File: src/rtl/bin_to_bcd_pkg.sv
// Shared definitions for the sequential binary-to-BCD converter:
// controller state encoding and a sizing helper used for elaboration checks.
package bin_to_bcd_pkg;

  // Controller states: waiting for work, shifting bits in, presenting result.
  typedef enum logic [1:0] {
    IDLE  = 2'd0,
    SHIFT = 2'd1,
    DONE  = 2'd2
  } state_t;

  // Minimum number of decimal digits needed to hold any WIDTH-bit unsigned
  // value: ceil(width * log10(2)). log10(2) is approximated as 0.30103, which
  // is exact enough for any practical width (the error stays far below one
  // digit for widths well beyond 10^4 bits).
  function automatic int min_digits(input int width);
    return (width * 30103 + 99999) / 100000;
  endfunction

endpackage

File: src/rtl/bcd_digit_adj.sv
// Double-dabble digit correction: a BCD digit of 5 or more gets +3 so that
// the following left shift carries correctly into the next decimal digit.
module bcd_digit_adj (
  input  logic [3:0] i_digit,
  output logic [3:0] o_digit
);

  // Inputs above 9 never occur on a legal BCD digit; the +3 wraps harmlessly.
  assign o_digit = (i_digit >= 4'd5) ? (i_digit + 4'd3) : i_digit;

endmodule

File: src/rtl/bin_to_bcd_seq.sv
// Sequential binary-to-BCD converter (shift-and-add-3). A start pulse while
// idle captures bin_in; WIDTH shift cycles later the packed BCD result and an
// overflow flag are registered and announced by a one-cycle done pulse.
// When the value does not fit in DIGITS digits, the result is the value
// modulo 10^DIGITS and overflow is set.
module bin_to_bcd_seq
  import bin_to_bcd_pkg::*;
#(
  parameter int WIDTH  = 8,
  parameter int DIGITS = 3
) (
  input  logic                  clk,
  input  logic                  rst,
  input  logic                  start,
  input  logic [WIDTH-1:0]      bin_in,
  output logic                  ready,
  output logic                  busy,
  output logic                  done,
  output logic [4*DIGITS-1:0]   bcd_out,
  output logic                  overflow
);

  localparam int BCD_W = 4 * DIGITS;
  localparam int SR_W  = BCD_W + WIDTH;
  localparam int CNT_W = $clog2(WIDTH + 1);

  localparam logic [CNT_W-1:0] CNT_LOAD = CNT_W'(WIDTH);
  localparam logic [CNT_W-1:0] CNT_ONE  = CNT_W'(1);

  // Elaboration-time sanity checks on the parameter set.
  if (WIDTH < 1) begin : g_bad_width
    $error("bin_to_bcd_seq: WIDTH must be at least 1 (got %0d)", WIDTH);
  end
  if (DIGITS < 1) begin : g_bad_digits
    $error("bin_to_bcd_seq: DIGITS must be at least 1 (got %0d)", DIGITS);
  end
  if (DIGITS < min_digits(WIDTH)) begin : g_ovf_possible
    $info("bin_to_bcd_seq: warning, DIGITS=%0d is below the %0d needed for WIDTH=%0d; overflow is possible",
          DIGITS, min_digits(WIDTH), WIDTH);
  end

  state_t            r_state;
  logic [CNT_W-1:0]  r_cnt;
  logic              r_ovf_acc;
  logic [SR_W-1:0]   r_sr;

  logic [BCD_W-1:0]  w_adj;
  logic [SR_W-1:0]   w_sr_next;
  logic              w_carry;
  logic              w_accept;
  logic              w_last;

  // Per-digit add-3 correction on the BCD half of the shift register; all
  // digits are corrected independently in the same cycle as the shift.
  for (genvar g = 0; g < DIGITS; g++) begin : g_adj
    bcd_digit_adj u_adj (
      .i_digit (r_sr[WIDTH + 4*g +: 4]),
      .o_digit (w_adj[4*g +: 4])
    );
  end

  // The bit leaving the top digit is a carry worth 10^DIGITS: it is dropped
  // from the register (keeping the lower digits exact modulo 10^DIGITS) and
  // recorded as overflow.
  assign w_carry   = w_adj[BCD_W-1];
  assign w_sr_next = {w_adj[BCD_W-2:0], r_sr[WIDTH-1:0], 1'b0};

  assign w_accept  = (r_state == IDLE) && start;
  assign w_last    = (r_cnt == CNT_ONE);

  // Shift register datapath: load on accepted start, shift while converting.
  always_ff @(posedge clk) begin
    if (w_accept) begin
      r_sr <= {{BCD_W{1'b0}}, bin_in};
    end else if (r_state == SHIFT) begin
      r_sr <= w_sr_next;
    end
  end

  // Controller with registered handshake and result outputs.
  always_ff @(posedge clk) begin
    if (rst) begin
      r_state   <= IDLE;
      r_cnt     <= '0;
      r_ovf_acc <= 1'b0;
      ready     <= 1'b1;
      busy      <= 1'b0;
      done      <= 1'b0;
      bcd_out   <= '0;
      overflow  <= 1'b0;
    end else begin
      unique case (r_state)
        IDLE: begin
          done <= 1'b0;
          if (start) begin
            r_cnt     <= CNT_LOAD;
            r_ovf_acc <= 1'b0;
            ready     <= 1'b0;
            busy      <= 1'b1;
            r_state   <= SHIFT;
          end
        end
        SHIFT: begin
          r_cnt     <= r_cnt - CNT_ONE;
          r_ovf_acc <= r_ovf_acc | w_carry;
          if (w_last) begin
            bcd_out  <= w_sr_next[SR_W-1 -: BCD_W];
            overflow <= r_ovf_acc | w_carry;
            busy     <= 1'b0;
            done     <= 1'b1;
            r_state  <= DONE;
          end
        end
        DONE: begin
          done    <= 1'b0;
          ready   <= 1'b1;
          r_state <= IDLE;
        end
        default: begin
          ready   <= 1'b1;
          busy    <= 1'b0;
          done    <= 1'b0;
          r_state <= IDLE;
        end
      endcase
    end
  end

endmodule

File: config.mk
export PLATFORM = sky130hd
export DESIGN_NAME = bin_to_bcd_seq
export DESIGN_NICKNAME = d
export VERILOG_FILES = /design/src/rtl/bin_to_bcd_pkg.sv /design/src/rtl/bcd_digit_adj.sv /design/src/rtl/bin_to_bcd_seq.sv
export SDC_FILE = /design/constraint.sdc
export NUM_CORES = 1
export LEC_CHECK = 0
export BUFFER_PORTS_ARGS = -buffer_cell sky130_fd_sc_hd__buf_2
export CAP_MARGIN = 30
export CORE_MARGIN = 10
export CORE_UTILIZATION = 56
export CTS_CLUSTER_DIAMETER = 50
export DETAILED_ROUTE_END_ITERATION = 6
export GPL_TIMING_DRIVEN = 1
export PLACE_DENSITY = 0.8
export REMOVE_ABC_BUFFERS = 1
export SYNTH_ARGS = -nofsm -noshare
export SYNTH_HDL_FRONTEND = slang
export SYNTH_SLANG_ARGS = --single-unit
File: constraint.sdc
create_clock -name clk -period 2.29 [get_ports clk]
set_clock_uncertainty 0.1 [all_clocks]
set_input_delay 0.1145 -clock clk [delete_from_list [all_inputs] [get_ports clk]]
set_output_delay 0.1145 -clock clk [all_outputs]
set_load 0.01 [all_outputs]
==> results of run 1 <==
through the flow:
stage	cells	utilization, %
after floorplan	178	-
after global placement	253	62.4
after detailed placement	253	62.4
after CTS	269	66.9
after global routing	269	66.9
final	269	66.9
repair_timing:
action	in CTS	in global routing
endpoints found under the hold margin	8	0
gates resized for setup	0	0
endpoints found under the setup margin	0	0
hold buffers	8	0
layer usage:
layer	share of wire, %	routed length, um	up-vias	global-route usage (%)
met1	40	1650	714	14.6
li1	-	-	734	-
met3	4.8	200	4	4.10
met4	0.96	40	0	3.76
met2	55	2260	20	25.6
met5	0	0	-	0
cells by family after synthesis:
| family | after synthesis | synth area share, % |
|---|---|---|
| xor+xnor | 3 | 1.38 |
| buf+inv | 20 | 4.54 |
| fa+ha+maj | 8 | 5.27 |
| flops | 43 | 49.5 |
| simple gates | 55 | 16.1 |
| mux | 11 | 6.45 |
| compound gates | 47 | 16.8 |
critical path, stage by stage (launching register included):
cell and delay [ps]:
dfxtp_1 430, ha_1 190, or3b_1 470, nor2_4 420, mux2i_1 270, nor2_1 50
flip-flops by register name (all words and copies together), names as in the netlist:
name	cells
bcd_out	12
r_state	2
busy	1
r_cnt	4
r_sr	20
overflow	1
ready	1
done	1
r_ovf_acc	1
layout by cell type (no fill, tap or decap), types with 6 or more instances in the layout:
cell type / synthesis / layout
inv_1: 10 / 10
buf_2: 3 / 26
dfxtp_1: 35 / 35
nor2_1: 15 / 15
mux2_2: 10 / 10
ha_1: 8 / 8
a21oi_1: 12 / 12
nand2_1: 7 / 7
o21ai_0: 13 / 13
edfxtp_1: 8 / 8
nand2b_1: 11 / 11
dlygate4sd3_1: 0 / 8
o22ai_2: 6 / 6
cell type report:
cell class | count | area, sq um | share of cell area [%]
clock buffers | 8 | 68.8 | 3.11
inverters | 11 | 41.3 | 1.86
multi-input cells | 124 | 873 | 39.4
flip-flops and latches | 43 | 941 | 42.5
well taps | 46 | 57.6 | 2.60
repair buffers | 37 | 233 | 10.5
power by group:
group	switching [W]	leakage [nW]	total [W]	internal (W)
clock	0.000232	0.0386	0.000413	0.000181
combinational	0.000197	0.442	0.000354	0.000157
sequential	0.0000548	0.367	0.000911	0.000856
worst max-delay path by stage:
stage,from,to,slack [ps]
global placement,r_cnt[0],bcd_out[0],410
floorplan,r_state[1],r_sr[1],290
global route,r_cnt[0],bcd_out[0],90
finish,r_cnt[0],bcd_out[0],240
CTS,r_cnt[0],bcd_out[7],240
detailed placement,r_cnt[0],bcd_out[0],290
synthesized netlist by cell type, drive strengths merged (7+ instances only):
cell type  number  share of area, %
edfxtp          8                13
dfxtp          35                37
o21ai          13               3.4
mux2           10               5.9
nand2b         11               3.6
o22ai          11               5.6
inv            10               2.0
a21oi          12               3.2
nand2           7               1.4
ha              8               5.3
nor2           16               3.6
==> results_dict.tcl, run 1 <==
set metrics [dict create \
    status "complete, no violations" \
    fin_tns_setup_ps 0 \
    yosysWarnings 0 \
    final_hold_viol_count 0 \
    drc 0 \
    cts_root_buf "clkbuf_4" \
    netlist_instances 187 \
    cap_violations 0 \
    fmax_ghz 0.489 \
    synthArstFlopShare_pct 0 \
    p_total_w 0.00168 \
    netlist_area_sq_um 1900 \
    p_leak_nw 0.847 \
    ys_types 33 \
    ant_nets 0 \
    row_count 21 \
    hold_slack_ps 71.5 \
    cp-start-kind "flop" \
    rrSetupSlack_ps 240 \
    fillers 278 \
    r2r_cells 5 \
    antenna_found_initial 0 \
    die_h_um 78.3 \
    h-tree-depth 2 \
    fin_area_sq_um 2210 \
    portBuffers 26 \
    setup_slack_ps 244 \
    cp_max_fo 18 \
    worstMarginPinSlew_ps 500 \
    timing.rr.end "bcd_out[0]" \
    drive_above_1_share_pct 25.6 \
    initial_core_util_pct 57.4 \
    grtUsageTotal_pct 13.7 \
    worstPathArrival_ps 2180 \
    hold_class "in2reg" \
    worst_setup_path_end_kind "flop" \
    dr.pass1.iters 4 \
    grt_overflow_total 0 \
    vias_per_cell 5.47 \
    vdd_drop_max_uv 483 \
    yosysSeqAreaShare_pct 49.5 \
    min_to "r_cnt[1]" \
    final-setup-viol-count 0 \
    vias 1472 \
    core_sq_um 3310 \
    final_nets 241 \
    grt_pass1_wl_um 6980 \
    grt_max_degree 25 \
    die_area_sq_um 6120 \
    slew_headroom_pct 66.5 \
    clock-sinks 43 \
    fin_crit_sh_pct 89.4 \
    pre_cts_slack_ps 290 \
    slew_viol_final 0 \
    post_cts_buffers 0 \
    post_dp_cell_area_sq_um 2070 \
    die_w_um 78.3 \
    num_antenna_cells 0 \
    synth_ff_type "dfxtp_1" \
    period_needed_ps 2050 \
    wl_um 4150 \
    first_iter_violations 112 \
    syn_area_per_cell_sq_um 10.2 \
    critPathRequiredTime_ps 2420 \
    wire_per_inst_um 15.4 \
    synth-edff-count 8 \
    min_path_cells 2 \
    synth-seq-cells 43 \
    ctsLongestPathBuffers 2 \
    gp_congestion 0.823 \
    crit_type "reg2reg" \
    cts_tree "built" \
    grt_pass1_vias 1543 \
    ioPinCount 27 \
    r2r_start "r_cnt[0]" \
    syn_to_final_growth_pct 16.5 \
    dp_hpwl_um 2920 \
    numCtsBuffers 5 \
    worst_skew_pair.late_latency_ps 350 \
    min_from "rst" \
    p_per_area_nw_per_um2 758 \
    rsz0062_at_grt "no" \
    path_clk_slew_ps 120 \
]
Note: power is estimated with default switching activity, not from simulation.
==> run 2: changes to the inputs <==
--- a/config.mk
+++ b/config.mk
@@ -8,11 +8,12 @@
 export BUFFER_PORTS_ARGS = -buffer_cell sky130_fd_sc_hd__buf_2
 export CAP_MARGIN = 30
 export CORE_MARGIN = 10
-export CORE_UTILIZATION = 56
+export CORE_UTILIZATION = 60
 export CTS_CLUSTER_DIAMETER = 50
+export CTS_CLUSTER_SIZE = 30
 export DETAILED_ROUTE_END_ITERATION = 6
 export GPL_TIMING_DRIVEN = 1
-export PLACE_DENSITY = 0.8
+export PLACE_DENSITY = 0.83
 export REMOVE_ABC_BUFFERS = 1
 export SYNTH_ARGS = -nofsm -noshare
 export SYNTH_HDL_FRONTEND = slang
==> constraint.sdc (replaced) <==
create_clock -name clk -period 2.5 [get_ports clk]
set_clock_uncertainty 0.1 [all_clocks]
set_input_delay 0.125 -clock clk [delete_from_list [all_inputs] [get_ports clk]]
set_output_delay 0.125 -clock clk [all_outputs]
set_load 0.01 [all_outputs]
==> run 2 against run 1 <==
  * Power shrank 6.4%
  * Register-to-register slack gained 240 ps
  * Clock power is essentially flat
  * Die area shrank 5.0%
  * Critical path type unchanged
  * Largest power group unchanged
==> results_dict.tcl, run 2 (synthesized netlist as in run 1, its figures left out) <==
set metrics [dict create \
    die_w_um 76.3 \
    fin_crit_sh_pct 80.7 \
    final_common_cell "dfxtp_1" \
    fmax_ghz 0.496 \
    hold_slack_ps 89.8 \
    final_nets 240 \
    row_count 20 \
    drive_above_1_share_pct 25.7 \
    grtUsageTotal_pct 14.6 \
    first_iter_violations 89 \
    portBuffers 26 \
    path_clk_slew_ps 130 \
    cts_tree "built" \
    clock-sinks 43 \
    fillers 266 \
    cap_violations 0 \
    numCtsBuffers 5 \
    dr.pass1.iters 4 \
    final-setup-viol-count 0 \
    min_to "r_ovf_acc" \
    syn_to_final_growth_pct 16.7 \
    p_per_area_nw_per_um2 709 \
    vdd_drop_max_uv 617 \
    initial_core_util_pct 62.3 \
    hold_class "in2reg" \
    wire_per_inst_um 15.6 \
    dp_hpwl_um 2920 \
    cp_max_fo 18 \
    grt_overflow_total 0 \
    num_antenna_cells 0 \
    h-tree-depth 2 \
    fin_tns_setup_ps 0 \
    critPathRequiredTime_ps 2670 \
    vias 1476 \
    cts_root_buf "clkbuf_4" \
    gp_congestion 0.837 \
    regMostFlops "r_sr" \
    drc 0 \
    cts_resized 0 \
    worstMarginPinSlew_ps 517 \
    crit_type "reg2reg" \
    period_needed_ps 2020 \
    core_sq_um 3050 \
    vias_per_cell 5.55 \
    ioPinCount 27 \
    status "complete, no violations" \
    top_regs "r_sr (20), bcd_out (12), r_cnt (4)" \
    r2r_start "r_cnt[0]" \
    grt_pass1_wl_um 6930 \
    rsz0062_at_grt "no" \
    worst_skew_pair.late_latency_ps 350 \
    final_hold_viol_count 0 \
    ctsLongestPathBuffers 2 \
    min_path_cells 3 \
    slew_headroom_pct 65.3 \
    largest_register_ff_count 20 \
    worstPathArrival_ps 2180 \
    rrSetupSlack_ps 480 \
    die_h_um 76.3 \
    r2r_cells 5 \
    ant_nets 0 \
    worst_setup_path_end_kind "flop" \
    grt_max_degree 25 \
    cts_hold_buf 8 \
    timing.rr.end "bcd_out[7]" \
    final_cell_mix "dfxtp_1, buf_2, nor2_1" \
    die_area_sq_um 5820 \
    cp-start-kind "flop" \
    min_from "start" \
    wl_um 4160 \
    post_cts_buffers 0 \
    slew_viol_final 0 \
    regArea_sq_um 941 \
    antenna_found_initial 0 \
    grt_pass1_vias 1447 \
    multiInputGateArea_sq_um 873 \
    p_leak_nw 0.851 \
]
[run 2: cell count changes in the layout (fill, tap and decap cells not counted), sizes merged]
| cell | previous run | this run |
|---|---|---|
| buf | 29 | 28 |
| clkinv | 1 | 2 |
| clkbuf | 8 | 7 |
[run 2: cell type report]
| class | instances | area share [%] |
|---|---|---|
| timing repair buffer | 36 | 10.2 |
| multi-input combinational | 124 | 39.4 |
| tap | 44 | 2.48 |
| sequential | 43 | 42.4 |
| clock inverter | 1 | 0.226 |
| inverter | 11 | 1.86 |
| clock buffer | 7 | 3.44 |
[run 2: report_power, final]
part	leakage (nW)	total [W]	internal [W]	switching, W
logic	0.437	0.000321	0.000142	0.000180
registers	0.367	0.000835	0.000784	0.0000513
clock network	0.0464	0.000415	0.000196	0.000219
total	0.851	0.00157	0.00112	0.000450
[run 2: how the worst max path moves through the flow]
stage / start / endpoint / slack (ps) / cells past startpoint
6_report: r_cnt[0] / bcd_out[7] / 480 / 5
5_1_grt: r_cnt[0] / bcd_out[7] / 360 / 5
4_1_cts: r_cnt[0] / bcd_out[7] / 490 / 5
3_5_place_dp: r_cnt[0] / bcd_out[0] / 500 / 5
3_3_place_gp: r_cnt[0] / bcd_out[0] / 610 / 5
2_1_floorplan: r_state[1] / r_sr[1] / 500 / 2
[run 2: critical path, stage by stage, from the launching register on]
cell and delay, ps:
dfxtp_1 420, ha_1 180, or3b_1 460, nor2_4 450, nor2_1 80, a311oi_1 240
[run 2: layer usage]
metal / wire length [um] / track usage, %
met4: 91 / 5.39
met2: 2080 / 24.7
met1: 1770 / 16.3
met5: 0 / 0
met3: 214 / 5.42
[run 2: through the flow]
step	total power (W)	cells	utilization (%)	setup slack [ps]	area, sq um
after global placement	0.00113	250	67.3	608	2060
after CTS	0.00158	266	72.6	493	2220
after detailed placement	0.00116	250	67.3	501	2060
after floorplan	0.00106	178	-	503	1860
after global routing	0.00166	266	72.6	356	2220
final	0.00157	266	72.6	483	2220
